==> config.mk <==
export PLATFORM = sky130hd
export DESIGN_NAME = dual_edge_counter_flat
export DESIGN_NICKNAME = d
export VERILOG_FILES = /design/src/rtl/dual_edge_counter_if.sv /design/src/rtl/dual_edge_counter.sv /design/src/flat_wrapper.sv
export SDC_FILE = /design/constraint.sdc
export NUM_CORES = 1
export LEC_CHECK = 0
export ABC_AREA = 1
export CAP_MARGIN = 40
export CORE_AREA = 2 2 39 41
export CTS_CLUSTER_SIZE = 8
export DETAILED_ROUTE_END_ITERATION = 16
export DIE_AREA = 0 0 41 43
export MAX_ROUTING_LAYER = met4
export PLACE_DENSITY = 0.46
export SYNTH_ARGS = -nofsm -noshare
export SYNTH_HDL_FRONTEND = slang
export SYNTH_SLANG_ARGS = --single-unit
==> constraint.sdc <==
create_clock -name clock -period 2.6 [get_ports clock]
set_input_delay 0.65 -clock clock [delete_from_list [all_inputs] [get_ports clock]]
set_output_delay 0.65 -clock clock [all_outputs]
set_load 0.005 [all_outputs]
==> src/rtl/dual_edge_counter_if.sv <==
// Output bus of dual_edge_counter: the live count driven by the counter (master)
// and read by any consumer (slave).
interface dual_edge_counter_if #(
    parameter int WIDTH = 4
);
    logic [WIDTH-1:0] data;

    modport master (output data);
    modport slave  (input  data);
endinterface

==> src/rtl/dual_edge_counter.sv <==
// Up-counter advancing on both clock edges via two single-edge register banks.
// Define DUAL_EDGE_COUNTER_SATURATE_EN to saturate at all-ones instead of wrapping.
module dual_edge_counter #(
    parameter int WIDTH = 4,
    parameter int STEP  = 1
) (
    input  logic                clock,
    input  logic                clear,
    dual_edge_counter_if.master bus
);

    localparam logic [WIDTH-1:0] STEP_W = WIDTH'(STEP);
`ifdef DUAL_EDGE_COUNTER_SATURATE_EN
    localparam logic [WIDTH-1:0] MAX_W  = '1;
`endif

    logic [WIDTH-1:0] rise_q;
    logic [WIDTH-1:0] fall_q;
    logic [WIDTH-1:0] rise_d;
    logic [WIDTH-1:0] fall_d;

    // Each bank builds on the value the opposite bank captured at the previous edge.
    always_comb begin
`ifdef DUAL_EDGE_COUNTER_SATURATE_EN
        rise_d = (fall_q > MAX_W - STEP_W) ? MAX_W : fall_q + STEP_W;
        fall_d = (rise_q > MAX_W - STEP_W) ? MAX_W : rise_q + STEP_W;
`else
        rise_d = fall_q + STEP_W;
        fall_d = rise_q + STEP_W;
`endif
    end

    always_ff @(posedge clock or posedge clear) begin
        if (clear) begin
            rise_q <= '0;
        end else begin
            rise_q <= rise_d;
        end
    end

    always_ff @(negedge clock or posedge clear) begin
        if (clear) begin
            fall_q <= '0;
        end else begin
            fall_q <= fall_d;
        end
    end

    // The bank written by the most recent edge is the one matching the clock level.
    assign bus.data = clock ? rise_q : fall_q;

endmodule

==> src/flat_wrapper.sv <==
// flat-port wrapper written by rule: the top's interface ports become plain ports
module dual_edge_counter_flat 
#(
    parameter int WIDTH = 4,
    parameter int STEP  = 1
)
  (clock, clear, bus_data);
  dual_edge_counter_if #(.WIDTH(WIDTH)) bus_i ();
  input  logic clock;
  input  logic clear;
  output wire logic [$bits(bus_i.data)-1:0] bus_data;
  assign bus_data = bus_i.data;
  dual_edge_counter #(.WIDTH(WIDTH), .STEP(STEP)) u_core (.clock(clock), .clear(clear), .bus(bus_i));
endmodule
==> run summary, run 1 <==
max-cap viol count - 0
Final Util - 40.8%
Pleak - 0.327 nW
TritonRoute pass-1 iters - 5
Die Wd - 41 um
clk_skew - 20.6 ps
area delta synth->final - 65.2%
WP data arrival - 2370 ps
Initial Util - 24.7%
I/O pins - 6
area of the core - 0.00138 sq mm
final antenna-violating net count - 0
layout cell share with drive strength beyond 1 - 44.4%
critical path class - register to output port
Final Hold Fails - 0
PortBufs - 5
First DRT Iteration DRCs - 9
CP max FO - 2
Worst EP required - 1950 ps
peak supply drop - 0.339 mV
Mean Syn Cell Area - 9.76 sq um
syn nets - 39
DRC errors left - 0
Layout Cells excl Fill - 79
most common cell after layout, fill and taps aside - buf_4
Placed Instances - 61
Syn Std Cell Area - 342 sq um
Worst Tran Pin Value - 317 ps
Startpoint Class - register
Syn. warnings - 0
Placer Congestion - 0.751
Vias - 337
GRT Overall Usage - 14.3%
grt total ovfl - 0
clk_lat worst skew - 380 ps
first-pass GRT wire length - 1.38 mm
Avg WL per Cell - 10.1 um
hpwl dp - 435 um
post-synth top area share - 29.3%
Total Nets Final - 68
initial antenna violation count - 0
dominant cells by area after synthesis - dfrtn_1 (29%), dfrtp_1 (29%), nand2_1 (8.8%)
most frequent cells in the layout - buf_4 (15), nand2_1 (8), clkbuf_4 (7)
status - finished with violations
max-slew violations - 0
synth unique cells - 10
sequential area share after synthesis - 58.6%
vias in the first global route - 394
CTS tree - built
DIE AREA - 0.00176 sq mm
# hold bufs at CTS - 0
number of fill cells - 146
RSZ-0062 raised after global routing - yes
dominant cell type by area after synthesis - dfrtn_1
pre-CTS WS - -426 ps
Critical Path Sink Type - output port
final worst slack - -422 ps
Pwr Density - 687 mW/mm^2
#FFs+latches synth - 8
Rel. slew slack - 78.8%
final wirelength - 796 um
final setup violation count - 8
largest net degree at the start of global routing - 9
violations in the final reports - setup timing
Mapped Cells - 35
Clock transition at path regs - 50 ps
ant diodes - 0
path type of the worst min-delay path - primary input to async pin
die span in y - 43 um
Rows - 14
post-DR vias/cell - 4.27
## area by class of cell
| type | count | area [sq um] | area share [%] |
|---|---|---|---|
| flip-flops and latches | 8 | 200 | 35.5 |
| inverters | 7 | 26.3 | 4.66 |
| well taps | 16 | 20.0 | 3.55 |
| multi-input cells | 20 | 119 | 21.1 |
| clock buffers | 12 | 76.3 | 13.5 |
| repair buffers | 16 | 123 | 21.7 |
## registers in the layout, summed over array words and instances (netlist names)
signal,flops
u_core.fall_q,4
u_core.rise_q,4
## critical path: stages (launching register included)
cell	delay (ps)
dfrtn_1	420
inv_2	40
o21ai_1	110
buf_2	120
## cell families after synthesis
group | synth area share (%)
adders and majority gates | 7.32
DFF | 58.6
AOI/OAI and AO/OA | 5.86
buffers and inverters | 7.69
xor gates and xnor gates | 5.13
and+or+nand+nor | 15.4
## per-stage QoR
stage | power [mW] | hold slack [ps] | TNS [ps] | cell area [sq um]
after floorplan | 0.145 | 466 | 0 | 342
after global placement | 0.176 | 911 | -1590 | 449
after detailed placement | 0.176 | 920 | -1630 | 449
after CTS | 0.397 | 531 | -1710 | 538
after global routing | 0.427 | 552 | -1910 | 564
final | 0.388 | 528 | -1640 | 564
## synth_stat cells
cell type  n
dfrtn_1    4
dfrtp_1    4
ha_1       2
inv_1      7
nand2_1    8
nand3_1    2
nand4_1    2
o21ai_0    3
o21ai_1    1
xor2_1     2
## per-layer routing
| layer | GRT usage (%) | part of all wire (%) |
|---|---|---|
| met1 | 11.1 | 41 |
| met5 | - | 0 |
| met4 | 19.3 | 0.50 |
| met3 | 15.2 | 7.7 |
| met2 | 14.4 | 51 |
## final timing paths
| kind | start | depth (start not counted) | endpoint | slack [ps] |
|---|---|---|---|---|
| worst max-delay path | u_core.fall_q[3] | 3 | bus_data[3] | -420 |
| worst max register to register | u_core.fall_q[0] | 6 | u_core.rise_q[0] | 110 |
| worst min register to register | u_core.rise_q[3] | 2 | u_core.fall_q[3] | 1680 |
| worst min-delay path | clear | 2 | u_core.rise_q[1] | 530 |
| min in group clock | clock | 4 | bus_data[2] | 1080 |
| max in group asynchronous | clear | 2 | u_core.fall_q[0] | 630 |
## where the power goes
group	switching, mW	total [mW]	internal (mW)
Clock	0.111	0.259	0.148
Sequential	0	0.125	0.125
Combinational	0.00254	0.00394	0.00140
Total	0.114	0.388	0.274
## repair_timing
item,in CTS,in global routing
gates cloned,0,0
endpoints found under the setup margin,8,8
setup buffers,7,3
resized for setup,18,2
(Power assumes the default switching activity.)
==> inputs of run 2 (changes only) <==
--- a/config.mk
+++ b/config.mk
@@ -13,6 +13,7 @@
 export DIE_AREA = 0 0 41 43
 export MAX_ROUTING_LAYER = met4
 export PLACE_DENSITY = 0.46
+export SLEW_MARGIN = 25
 export SYNTH_ARGS = -nofsm -noshare
 export SYNTH_HDL_FRONTEND = slang
 export SYNTH_SLANG_ARGS = --single-unit
==> results of run 2 <==
The final DEF is identical to that of run 1; final timing and power are the same.
==> inputs of run 3 (changes only) <==
--- a/config.mk
+++ b/config.mk
@@ -8,6 +8,7 @@
 export ABC_AREA = 1
 export CAP_MARGIN = 40
 export CORE_AREA = 2 2 39 41
+export CTS_BUF_LIST = sky130_fd_sc_hd__clkbuf_16
 export CTS_CLUSTER_SIZE = 8
 export DETAILED_ROUTE_END_ITERATION = 16
 export DIE_AREA = 0 0 41 43
==> run summary, run 3 (synthesis gave the netlist of run 1 again) <==
ant diodes - 0
clk_skew - 54.3 ps
layout cell share with drive strength beyond 1 - 45.2%
pre-CTS WS - -426 ps
Rel. slew slack - 80.0%
Worst R2R Setup Slack - 70 ps
Crit Reg-Reg Startpoint - u_core.fall_q[0]
initial antenna violation count - 0
Final Hold Fails - 0
area of the core - 0.00138 sq mm
final wirelength - 837 um
post-DR vias/cell - 4.31
Worst Tran Pin Value - 300 ps
r2r endpoint - u_core.rise_q[0]
Startpoint Class - register
first-pass GRT wire length - 1.45 mm
Top Metal Used - met4
violations in the final reports - setup timing
max-slew violations - 0
met2 routed WL - 415 um
PortBufs - 5
most common cell after layout, fill and taps aside - buf_4
TritonRoute pass-1 iters - 4
First DRT Iteration DRCs - 3
die span in y - 43 um
Rows - 14
path type of the worst min-delay path - primary input to async pin
max-cap viol count - 0
WL met3 - 58 um
status - finished with violations
Pleak - 0.377 nW
met1 wire length - 323 um
RSZ-0062 raised after global routing - yes
Total Nets Final - 67
Vias - 336
biggest regs - u_core.fall_q x4, u_core.rise_q x4
number of fill cells - 134
DRC errors left - 0
Fin Hold WS - 552 ps
largest net degree at the start of global routing - 9
peak supply drop - 0.625 mV
GRT Overall Usage - 15.3%
final setup violation count - 8
Avg WL per Cell - 10.7 um
critical path class - register to output port
Critical Path Source - u_core.fall_q[0]
Worst EP required - 1950 ps
Die Wd - 41 um
Critical Path Sink Type - output port
Clock transition at path regs - 40 ps
# hold bufs at CTS - 0
WP data arrival - 2380 ps
Final TNS setup - -1670 ps
Worst R2R Path Depth - 6
CTS tree - built
hpwl dp - 435 um
final worst slack - -433 ps
grt total ovfl - 0
Initial Util - 24.7%
vias in the first global route - 411
most frequent cells in the layout - buf_4 (14), nand2_1 (8), clkbuf_16 (7)
I/O pins - 6
CP max FO - 2
final antenna-violating net count - 0
Pwr Density - 1120 mW/mm^2
clk_lat worst skew - 390 ps
area delta synth->final - 98.9%
DIE AREA - 0.00176 sq mm
Placer Congestion - 0.751
==> run 3: cell types whose count changed in the layout (fill, tap and decap cells not counted) <==
cell,change
clkbuf_1,-1
clkbuf_16,+7
inv_2,+1
buf_4,-1
clkbuf_4,-7
==> run 3: what timing repair did <==
item	CTS	global route
resized for setup	18	3
endpoints found under the setup margin	8	8
setup buffers	7	2
==> run 3: worst max-delay path by stage <==
| stage | end |
|---|---|
| 2_1_floorplan | bus_data[0] |
| 3_3_place_gp | bus_data[0] |
| 3_5_place_dp | bus_data[0] |
| 4_1_cts | bus_data[1] |
| 5_1_grt | bus_data[2] |
| 6_report | bus_data[0] |
==> run 3: cell type report <==
cell class                 count  area, sq um  area share, %
sequential                     8          200           29.5
clock buffer                  11          195           28.7
multi-input combinational     20          119           17.5
timing repair buffer          15          115           16.9
inverter                       7         26.3           3.87
tap                           16         20.0           2.95
clock inverter                 1         3.75          0.552
==> run 3: stage by stage <==
stage | std cells | instance area, sq um | power [mW] | util, %
6_report | 78 | 679 | 0.762 | 49.1
5_1_grt | 78 | 679 | 0.804 | 49.1
4_1_cts | 76 | 661 | 0.779 | 47.7
3_5_place_dp | 61 | 449 | 0.176 | 32.5
3_3_place_gp | 61 | 449 | 0.176 | 32.5
2_1_floorplan | 35 | 342 | 0.145 | -
==> run 3: worst max-delay path, stage by stage (launching register included) <==
cell,delay (ps)
dfrtn_1,430
inv_2,50
o21ai_1,100
buf_2,120
==> run 3: metal layers <==
metal	global-route usage [%]	vias up
met1	11.4	156
met4	23.3	0
li1	-	166
met3	15.2	4
met5	-	-
met2	15.3	10
==> run 3: report_power, final <==
part           leakage (nW)  switching, mW  internal [mW]  total (mW)
clock network         0.125          0.149          0.483       0.632
logic                 0.149        0.00242        0.00140     0.00381
registers             0.104              0          0.126       0.126
